`src/rtl/apb_master_arbiter.sv`:
```
// Two-master APB arbiter sharing one downstream APB path.
//
// Arbitrates round-robin between m0 (SPI-side master) and m1 (internal master).
// Only one transfer is in flight at a time. The winner's fields are registered
// and replayed downstream as SETUP then ACCESS. A per-transfer watchdog aborts
// an ACCESS phase that waits too long on pready. All outputs are registered.
//
// Ports:
//   clk, reset_n            clock, asynchronous active-low reset
//   mN_psel/penable/pwrite/pstrb/paddr/pwdata  master request (psel 01 regmap,
//                           10 icn, 11 illegal, 00 idle)
//   mN_prdata/pready/pslverr  response to master N; pready is a 1-cycle pulse
//   psel/penable/pwrite/pstrb/paddr/pwdata  downstream request
//   prdata/pready/pslverr   downstream response
//   grant                   one-hot current owner (bit0 = m0)
//   timeout_err             1-cycle pulse in the RESP cycle of a watchdog abort
module apb_master_arbiter #(
    parameter int unsigned ADDR_W  = 20,
    parameter int unsigned DATA_W  = 16,
    parameter int unsigned STRB_W  = 2,
    parameter int unsigned TIMEOUT = 255
) (
    input  logic              clk,
    input  logic              reset_n,
    input  logic [1:0]        m0_psel,
    input  logic              m0_penable,
    input  logic              m0_pwrite,
    input  logic [STRB_W-1:0] m0_pstrb,
    input  logic [ADDR_W-1:0] m0_paddr,
    input  logic [DATA_W-1:0] m0_pwdata,
    output logic [DATA_W-1:0] m0_prdata,
    output logic              m0_pready,
    output logic              m0_pslverr,
    input  logic [1:0]        m1_psel,
    input  logic              m1_penable,
    input  logic              m1_pwrite,
    input  logic [STRB_W-1:0] m1_pstrb,
    input  logic [ADDR_W-1:0] m1_paddr,
    input  logic [DATA_W-1:0] m1_pwdata,
    output logic [DATA_W-1:0] m1_prdata,
    output logic              m1_pready,
    output logic              m1_pslverr,
    output logic [1:0]        psel,
    output logic              penable,
    output logic              pwrite,
    output logic [STRB_W-1:0] pstrb,
    output logic [ADDR_W-1:0] paddr,
    output logic [DATA_W-1:0] pwdata,
    input  logic [DATA_W-1:0] prdata,
    input  logic              pready,
    input  logic              pslverr,
    output logic [1:0]        grant,
    output logic              timeout_err
);

    // Counter only needs to reach TIMEOUT-1.
    localparam int unsigned     CntW   = (TIMEOUT > 1) ? $clog2(TIMEOUT) : 1;
    localparam logic [CntW-1:0] CntMax = CntW'((TIMEOUT > 0) ? (TIMEOUT - 1) : 0);
    localparam bit              WdogEn = (TIMEOUT != 0);

    typedef enum logic [1:0] {StIdle, StSetup, StAccess, StResp} state_e;

    state_e            state_q, state_d;
    logic [CntW-1:0]   cnt_q, cnt_d;
    logic              last_q, last_d;      // 1: m1 was granted last
    logic [1:0]        grant_q, grant_d;
    logic [1:0]        psel_q, psel_d;
    logic              penable_q, penable_d;
    logic              pwrite_q, pwrite_d;
    logic [STRB_W-1:0] pstrb_q, pstrb_d;
    logic [ADDR_W-1:0] paddr_q, paddr_d;
    logic [DATA_W-1:0] pwdata_q, pwdata_d;
    logic [DATA_W-1:0] m0_prdata_q, m0_prdata_d, m1_prdata_q, m1_prdata_d;
    logic              m0_pready_q, m0_pready_d, m1_pready_q, m1_pready_d;
    logic              m0_pslverr_q, m0_pslverr_d, m1_pslverr_q, m1_pslverr_d;
    logic              timeout_err_q, timeout_err_d;

    logic              req0, req1, pick1;
    logic [1:0]        win_psel;
    logic              rsp_fire, rsp_err;
    logic [DATA_W-1:0] rsp_data;

    // penable is not used to qualify a request.
    logic unused_penable;
    assign unused_penable = m0_penable | m1_penable;

    assign req0     = |m0_psel;
    assign req1     = |m1_psel;
    // m1 wins when alone, or on a tie when m0 was served last.
    assign pick1    = req1 & (~req0 | ~last_q);
    assign win_psel = pick1 ? m1_psel : m0_psel;

    always_comb begin
        state_d       = state_q;
        cnt_d         = cnt_q;
        last_d        = last_q;
        grant_d       = grant_q;
        psel_d        = psel_q;
        penable_d     = penable_q;
        pwrite_d      = pwrite_q;
        pstrb_d       = pstrb_q;
        paddr_d       = paddr_q;
        pwdata_d      = pwdata_q;
        m0_prdata_d   = m0_prdata_q;
        m1_prdata_d   = m1_prdata_q;
        m0_pslverr_d  = m0_pslverr_q;
        m1_pslverr_d  = m1_pslverr_q;
        m0_pready_d   = 1'b0;
        m1_pready_d   = 1'b0;
        timeout_err_d = 1'b0;
        rsp_fire      = 1'b0;
        rsp_err       = 1'b0;
        rsp_data      = '0;

        unique case (state_q)
            StIdle: begin
                cnt_d = '0;
                if (req0 || req1) begin
                    grant_d  = pick1 ? 2'b10 : 2'b01;
                    pwrite_d = pick1 ? m1_pwrite : m0_pwrite;
                    pstrb_d  = pick1 ? m1_pstrb : m0_pstrb;
                    paddr_d  = pick1 ? m1_paddr : m0_paddr;
                    pwdata_d = pick1 ? m1_pwdata : m0_pwdata;
                    if (win_psel == 2'b11) begin
                        // Illegal target: answer with an error, nothing goes downstream.
                        rsp_fire = 1'b1;
                        rsp_err  = 1'b1;
                        state_d  = StResp;
                    end else begin
                        psel_d  = win_psel;
                        state_d = StSetup;
                    end
                end
            end
            StSetup: begin
                penable_d = 1'b1;
                cnt_d     = '0;
                state_d   = StAccess;
            end
            StAccess: begin
                if (pready) begin
                    rsp_fire  = 1'b1;
                    rsp_data  = prdata;
                    rsp_err   = pslverr;
                    psel_d    = 2'b00;
                    penable_d = 1'b0;
                    state_d   = StResp;
                end else if (WdogEn && (cnt_q == CntMax)) begin
                    rsp_fire      = 1'b1;
                    rsp_err       = 1'b1;
                    timeout_err_d = 1'b1;
                    psel_d        = 2'b00;
                    penable_d     = 1'b0;
                    state_d       = StResp;
                end else begin
                    cnt_d = cnt_q + CntW'(1);
                end
            end
            StResp: begin
                last_d  = grant_q[1];
                grant_d = 2'b00;
                state_d = StIdle;
            end
            default: state_d = StIdle;
        endcase

        // Route the response to the owner of this transfer.
        if (rsp_fire) begin
            if (grant_d[1]) begin
                m1_pready_d  = 1'b1;
                m1_prdata_d  = rsp_data;
                m1_pslverr_d = rsp_err;
            end else begin
                m0_pready_d  = 1'b1;
                m0_prdata_d  = rsp_data;
                m0_pslverr_d = rsp_err;
            end
        end
    end

    always_ff @(posedge clk or negedge reset_n) begin
        if (!reset_n) begin
            state_q       <= StIdle;
            cnt_q         <= '0;
            last_q        <= 1'b1;
            grant_q       <= '0;
            psel_q        <= '0;
            penable_q     <= 1'b0;
            pwrite_q      <= 1'b0;
            pstrb_q       <= '0;
            paddr_q       <= '0;
            pwdata_q      <= '0;
            m0_prdata_q   <= '0;
            m1_prdata_q   <= '0;
            m0_pready_q   <= 1'b0;
            m1_pready_q   <= 1'b0;
            m0_pslverr_q  <= 1'b0;
            m1_pslverr_q  <= 1'b0;
            timeout_err_q <= 1'b0;
        end else begin
            state_q       <= state_d;
            cnt_q         <= cnt_d;
            last_q        <= last_d;
            grant_q       <= grant_d;
            psel_q        <= psel_d;
            penable_q     <= penable_d;
            pwrite_q      <= pwrite_d;
            pstrb_q       <= pstrb_d;
            paddr_q       <= paddr_d;
            pwdata_q      <= pwdata_d;
            m0_prdata_q   <= m0_prdata_d;
            m1_prdata_q   <= m1_prdata_d;
            m0_pready_q   <= m0_pready_d;
            m1_pready_q   <= m1_pready_d;
            m0_pslverr_q  <= m0_pslverr_d;
            m1_pslverr_q  <= m1_pslverr_d;
            timeout_err_q <= timeout_err_d;
        end
    end

    assign psel        = psel_q;
    assign penable     = penable_q;
    assign pwrite      = pwrite_q;
    assign pstrb       = pstrb_q;
    assign paddr       = paddr_q;
    assign pwdata      = pwdata_q;
    assign grant       = grant_q;
    assign timeout_err = timeout_err_q;
    assign m0_prdata   = m0_prdata_q;
    assign m1_prdata   = m1_prdata_q;
    assign m0_pready   = m0_pready_q;
    assign m1_pready   = m1_pready_q;
    assign m0_pslverr  = m0_pslverr_q;
    assign m1_pslverr  = m1_pslverr_q;

endmodule
```
`config.mk`:
```
export PLATFORM = sky130hd
export DESIGN_NAME = apb_master_arbiter
export DESIGN_NICKNAME = d
export VERILOG_FILES = /design/src/rtl/apb_master_arbiter.sv
export SDC_FILE = /design/constraint.sdc
export NUM_CORES = 1
export LEC_CHECK = 0
export ABC_AREA = 1
export BUFFER_PORTS_ARGS = -buffer_cell sky130_fd_sc_hd__buf_2
export CAP_MARGIN = 20
export CORE_ASPECT_RATIO = 0.5
export CORE_MARGIN = 2
export CORE_UTILIZATION = 48
export CTS_CLUSTER_DIAMETER = 200
export DETAILED_ROUTE_END_ITERATION = 8
export GPL_ROUTABILITY_DRIVEN = 0
export GPL_TIMING_DRIVEN = 1
export PLACE_DENSITY = 0.8
export SLEW_MARGIN = 25
export SYNTH_ARGS = -nofsm -noshare
export SYNTH_HDL_FRONTEND = slang
export SYNTH_SLANG_ARGS = --single-unit
```
`constraint.sdc`:
```
create_clock -name clk -period 2 [get_ports clk]
set_input_delay 0.1 -clock clk [delete_from_list [all_inputs] [get_ports clk]]
set_output_delay 0.1 -clock clk [all_outputs]
set_load 0.01 [all_outputs]
```
# After elaboration in Yosys (flattened, before gate mapping)
# Cells that the tools add are included.
# totals
ff_bits	92
latchBits	0
mem_bits_rw	0
romBits	0
inputBits	104
out_inout_bits	81
word_cells	90
n_memories	0
# op_classes
add_sub_neg	1
mul	0
n_div	0
order_cmp	0
eq_ne	10
n_shift	0
mux	39
n_bitwise	5
n_reduce_logical	17
# op_table
op	n
$mux W16	3
$mux W2	12
$mux W20	1
$mux W8	2
$pmux W8 S2	1
$mux W1	14
$reduce_and A2 Y1	6
$add A8 B1 Y8 const B	1
$eq A8 B8 Y1 const B	1
$ne A2 B2 Y1 const B	4
$pmux W2 S2	2
$pmux W2 S4	1
$reduce_bool A2 Y1	4
$eq A2 B2 Y1 const B	3
$pmux W1 S2	3
$reduce_or A2 Y1	3
$reduce_and A4 Y1	1
$ne A3 B3 Y1 const B	1
$not A1 Y1	3
$reduce_and A3 Y1	1
$eq A2 B1 Y1 const B	1
$logic_not A2 Y1	1
$and A1 B1 Y1	1
$logic_or A1 B1 Y1	1
$or A1 B1 Y1	1

# Longest topological paths before layout
# logic_depth
depth_word	10
ltp_mapped	12
mapped_depth_nobuf	11

# Worst setup path before layout
# No wires, ideal clock.
# synth_path
path_type	register to register
from	register state_q[0]
to	register m1_prdata_q[10], in the netlist m1_prdata[10]
setup_ns	0.117
arrival_time_ns	1.580
required_time_ns	1.883
setup_slack_ns	0.304
path_stages_with_launch	10
n_path_buf	1
period_less_slack_ns	1.696
cell_sequence	dfrtp_1 inv_1 ha_1 nor2_1 nor2_1 a21oi_4 nand2_4 buf_6 nand2_1 nand2_1
# synth_between
elab_chain_len	3
elab_cells_between_ends	7
cone_classes	eq/ne (2); mux (3); reduce/logical (2)
# synth_lines
item	line	text
from (decl)	63	state_e state_q, state_d;
from (signal assigned)	183	state_q <= StIdle;
from (signal assigned)	201	state_q <= state_d;
$eq A2 B2 Y1 / $logic_not A2 Y1 (equally long branches)	115	unique case (state_q)
$pmux W2 S2 / $pmux W1 S2 (equally long branches)	115	
$reduce_and A2 Y1 (no line)	-	
to (signal assigned)	212	m1_prdata_q <= m1_prdata_d;
to (decl)	73	logic [DATA_W-1:0] m0_prdata_q, m0_prdata_d, m1_prdata_q, m1_prdata_d;
# Several ways; a longest one is shown, not always the timed one.
# A chain may end at the register's enable or synchronous reset.

# Worst setup path in the final report
# layout_path
from	register state_q[0]
to	register pwdata_q[12], in the netlist pwdata[12]
# layout_between
elab_chain_len	2
# layout_lines
item	line	text
$logic_not A2 Y1	115	
$reduce_and A2 Y1 (no line)	-	
to (signal assigned)	210	pwdata_q <= pwdata_d;
to (decl)	72	logic [DATA_W-1:0] pwdata_q, pwdata_d;
# Every way passes these cells.

==> impl_metrics.py <==
metrics = {
    "global_route": {
        "grt_pass1_vias": 3951,
        "grt_overflow": 0,
        "antenna_found_initial": 0,
        "grt_max_degree": 41,
        "grt_pass1_wl_um": 18300,
        "gr-usage-all-layers_pct": 22.9,
    },
    "sta": {
        "fmax_mhz": 550,
        "finClkSkew_ps": 6.33,
        "hold_violations": 0,
        "min_period_ps": 1820,
        "slew_headroom_pct": 71.8,
        "finalSetupViolations": 0,
        "finalCritPeriodShare_pct": 90.9,
        "rsz0062_at_grt": "no",
        "final_max_slew_viol_count": 0,
        "tns_ps": 0,
        "worst_pin_slew_ps": 422,
    },
    "synth": {
        "synth-simple-area-share_pct": 29.7,
        "synth_area_leaders": "dfrtp_1, nand2_1, nor2_1, a31oi_1, nand3_1",
        "synth_top_cells_by_count": "nand2_1, dfrtp_1, nor2_1, nand3_1, a31oi_1",
        "syn_avg_cell_area_um2": 8.16,
        "ys.flop_type": "dfrtp_1",
        "synth_mux_area_share_pct": 0,
        "synth_top_family_by_area": "simple AND/OR/NAND/NOR gates",
        "synth_compound_area_share_pct": 8.52,
        "post_synth_num_cell_types": 30,
        "yosysMostFrequentCell": "nand2_1",
        "synth_seq_cells": 92,
        "synth_top_area_share_pct": 52.6,
        "yosysTopAreaCell": "dfrtp_1",
        "synthCells": 531,
        "ys_async_sr_fraction_pct": 100,
        "yosysWarnings": 0,
        "synth_edf_count": 0,
        "ys_seq_area_share_pct": 53.2,
        "synthAdderAreaFrac_pct": 1.73,
        "netlist_area_um2": 4330,
        "synth-xor-area-share_pct": 0.607,
        "syn-num-nets": 641,
    },
    "final_layout": {
        "instances_no_fill": 836,
        "nNetsFinal": 825,
        "layout-area-overhead-vs-synth_pct": 32.8,
        "final_area_um2": 5750,
        "diodes": 0,
        "drive_gt1_share_pct": 31.6,
    },
    "clock_network": {
        "clk_pin_slew_ps": 60,
        "cts-resized-gates": 0,
        "tritoncts": "built",
        "root_buffer": "clkbuf_16",
        "clk-insertion-delay-late_ps": 340,
        "clockBufferDepth": 2,
        "cts_sinks": 92,
        "cts.htree.levels": 3,
        "cts_buffers": 9,
    },
    "critical_path": {
        "timing.critical_path.fanout_max": 36,
        "arrival_ps": 2070,
        "r2r_start": "state_q[0]",
        "rrSetupSlack_ps": 180,
        "cp-end-kind": "register",
        "critical_path_class": "register to register",
        "required_ps": 2250,
        "worst_r2r_endpoint": "pwdata[12]",
        "critPathLaunchType": "register",
        "r2r_cells": 7,
    },
    "worst_hold_path": {
        "hold_start": "m1_paddr[11]",
        "min_path_cells": 3,
        "hp-class": "input port to register",
        "hold_end": "paddr[11]",
    },
    "pwr": {
        "p_per_area_nw_per_um2": 1540,
        "switching_share_pct": 41.0,
        "internal_power_w": 0.00524,
        "comb_power_share_pct": 45.4,
        "p_clk_share_pct": 20.5,
        "irDropWorstVdd_v": 0.000699,
        "seqPwrFrac_pct": 34.1,
        "p_sw_w": 0.00364,
        "leakagePower_nw": 3.19,
    },
    "flow_run": {
        "cap_violations": 0,
    },
    "routing": {
        "drt_wl_total_um": 11100,
        "wl_per_cell_um": 13.3,
        "drtIter0Drc": 215,
        "vias": 4105,
        "antenna_left": 0,
        "dr.pass1.iters": 6,
        "viasPerCell": 4.91,
        "drc": 0,
    },
    "placed_design": {
        "dp_cells": 817,
        "post-dp-hpwl_um": 7950,
        "io_buffers": 182,
        "place_area_um2": 5390,
    },
    "die": {
        "die_h_um": 71.2,
        "core_area_um2": 8740,
        "die-area_um2": 9840,
        "rows": 24,
        "die_w_um": 138,
        "ios": 185,
        "start_util_pct": 49.6,
    },
    "status": {
        "status": "finished clean",
    },
}
## cell usage in the layout (no fill, tap or decap)
master | synthesis | final
bufinv_16 | 0 | 2
a21oi_4 | 1 | 1
dfrtp_1 | 91 | 91
clkbuf_1 | 10 | 1
nand3_1 | 43 | 43
clkbuf_16 | 0 | 9
o31ai_1 | 1 | 1
or2_2 | 1 | 1
dfstp_2 | 1 | 1
a22o_1 | 1 | 1
buf_12 | 0 | 3
inv_2 | 3 | 3
clkbuf_8 | 0 | 1
o21ai_0 | 11 | 11
nand2_8 | 1 | 1
nand4_1 | 1 | 1
buf_2 | 9 | 181
nand3b_1 | 1 | 1
nand2_4 | 3 | 3
a31oi_1 | 39 | 39
clkinv_4 | 0 | 1
nor2_4 | 0 | 1
nand2_2 | 3 | 3
o21ai_2 | 2 | 2
ha_1 | 6 | 6
xor2_1 | 3 | 3
nand3_2 | 1 | 1
inv_1 | 32 | 32
nor2_1 | 67 | 66
nor3_1 | 1 | 1
dlygate4sd3_1 | 0 | 4
buf_4 | 4 | 11
clkinv_2 | 0 | 1
a21oi_1 | 4 | 4
nor3_2 | 1 | 1
nand2_1 | 187 | 187
## worst max-delay path by stage
stage	start	to	slack, ps	depth (start not counted)
floorplan	state_q[0]	m1_prdata[10]	300	9
global placement	state_q[0]	m0_prdata[11]	250	7
detailed placement	state_q[0]	pwdata[12]	190	7
CTS	state_q[0]	pwdata[12]	160	7
global route	cnt_q[0]	cnt_q[2]	20	11
finish	state_q[0]	pwdata[12]	180	7
## area by class of cell
class | count | area [µm²]
well taps | 117 | 146
clock buffers | 11 | 243
repair buffers | 199 | 1090
fillers | 740 | 2990
clock inverters | 4 | 73.8
flip-flops and latches | 92 | 2300
inverters | 35 | 131
multi-input cells | 378 | 1760
## critical path: stages (launching register included)
cell and delay [ps]:
dfrtp_1 420, inv_1 100, ha_1 290, inv_1 140, nor2_4 310, buf_12 230
nor2_1 60, a31oi_1 170
## sequential cells by signal (all words and copies together) (netlist names)
signal	cells
cnt_q	8
grant	2
last_q	1
m0_prdata	16
m0_pready	1
m0_pslverr	1
m1_prdata	16
m1_pready	1
m1_pslverr	1
paddr	20
penable	1
psel	2
pstrb	2
pwdata	16
pwrite	1
state_q	2
timeout_err	1
## layer usage
metal	track usage, %	up-vias	wire [µm]
li1	-	2067	-
met1	27.5	1897	4720
met2	41.3	125	5610
met3	5.42	16	603
met4	8.28	0	166
met5	0	-	0
## cell families after synthesis
family	count (synthesis)
AO/OA/AOI/OAI	59
XOR/XNOR	3
adder cells (fa/ha/maj)	6
buffers and inverters	61
flip-flops	92
AND/OR/NAND/NOR	310
## what timing repair did
action | CTS | global route
hold buffers | 4 | 0
setup buffers | 0 | 0
endpoints found under the hold margin | 29 | 0
## power groups by stage
| stage | logic [W] | clock network, W | registers, W |
|---|---|---|---|
| floorplan | 0.00222 | 0 | 0.00335 |
| global placement | 0.00394 | 0 | 0.00303 |
| detailed placement | 0.00405 | 0 | 0.00304 |
| CTS | 0.00407 | 0.00185 | 0.00302 |
| global route | 0.00448 | 0.00191 | 0.00311 |
| finish | 0.00403 | 0.00182 | 0.00302 |
## through the flow
stage	power, W	hold WS (ps)	utilization, %	worst slack, ps
after detailed placement	0.00709	44.1	61.7	187
after global routing	0.00950	11.9	65.8	24.0
after global placement	0.00697	40.0	61.7	251
after floorplan	0.00557	-196	-	304
after CTS	0.00894	0.112	65.8	157
final	0.00887	6.37	65.8	182
Power figures use the tool's default switching activity.
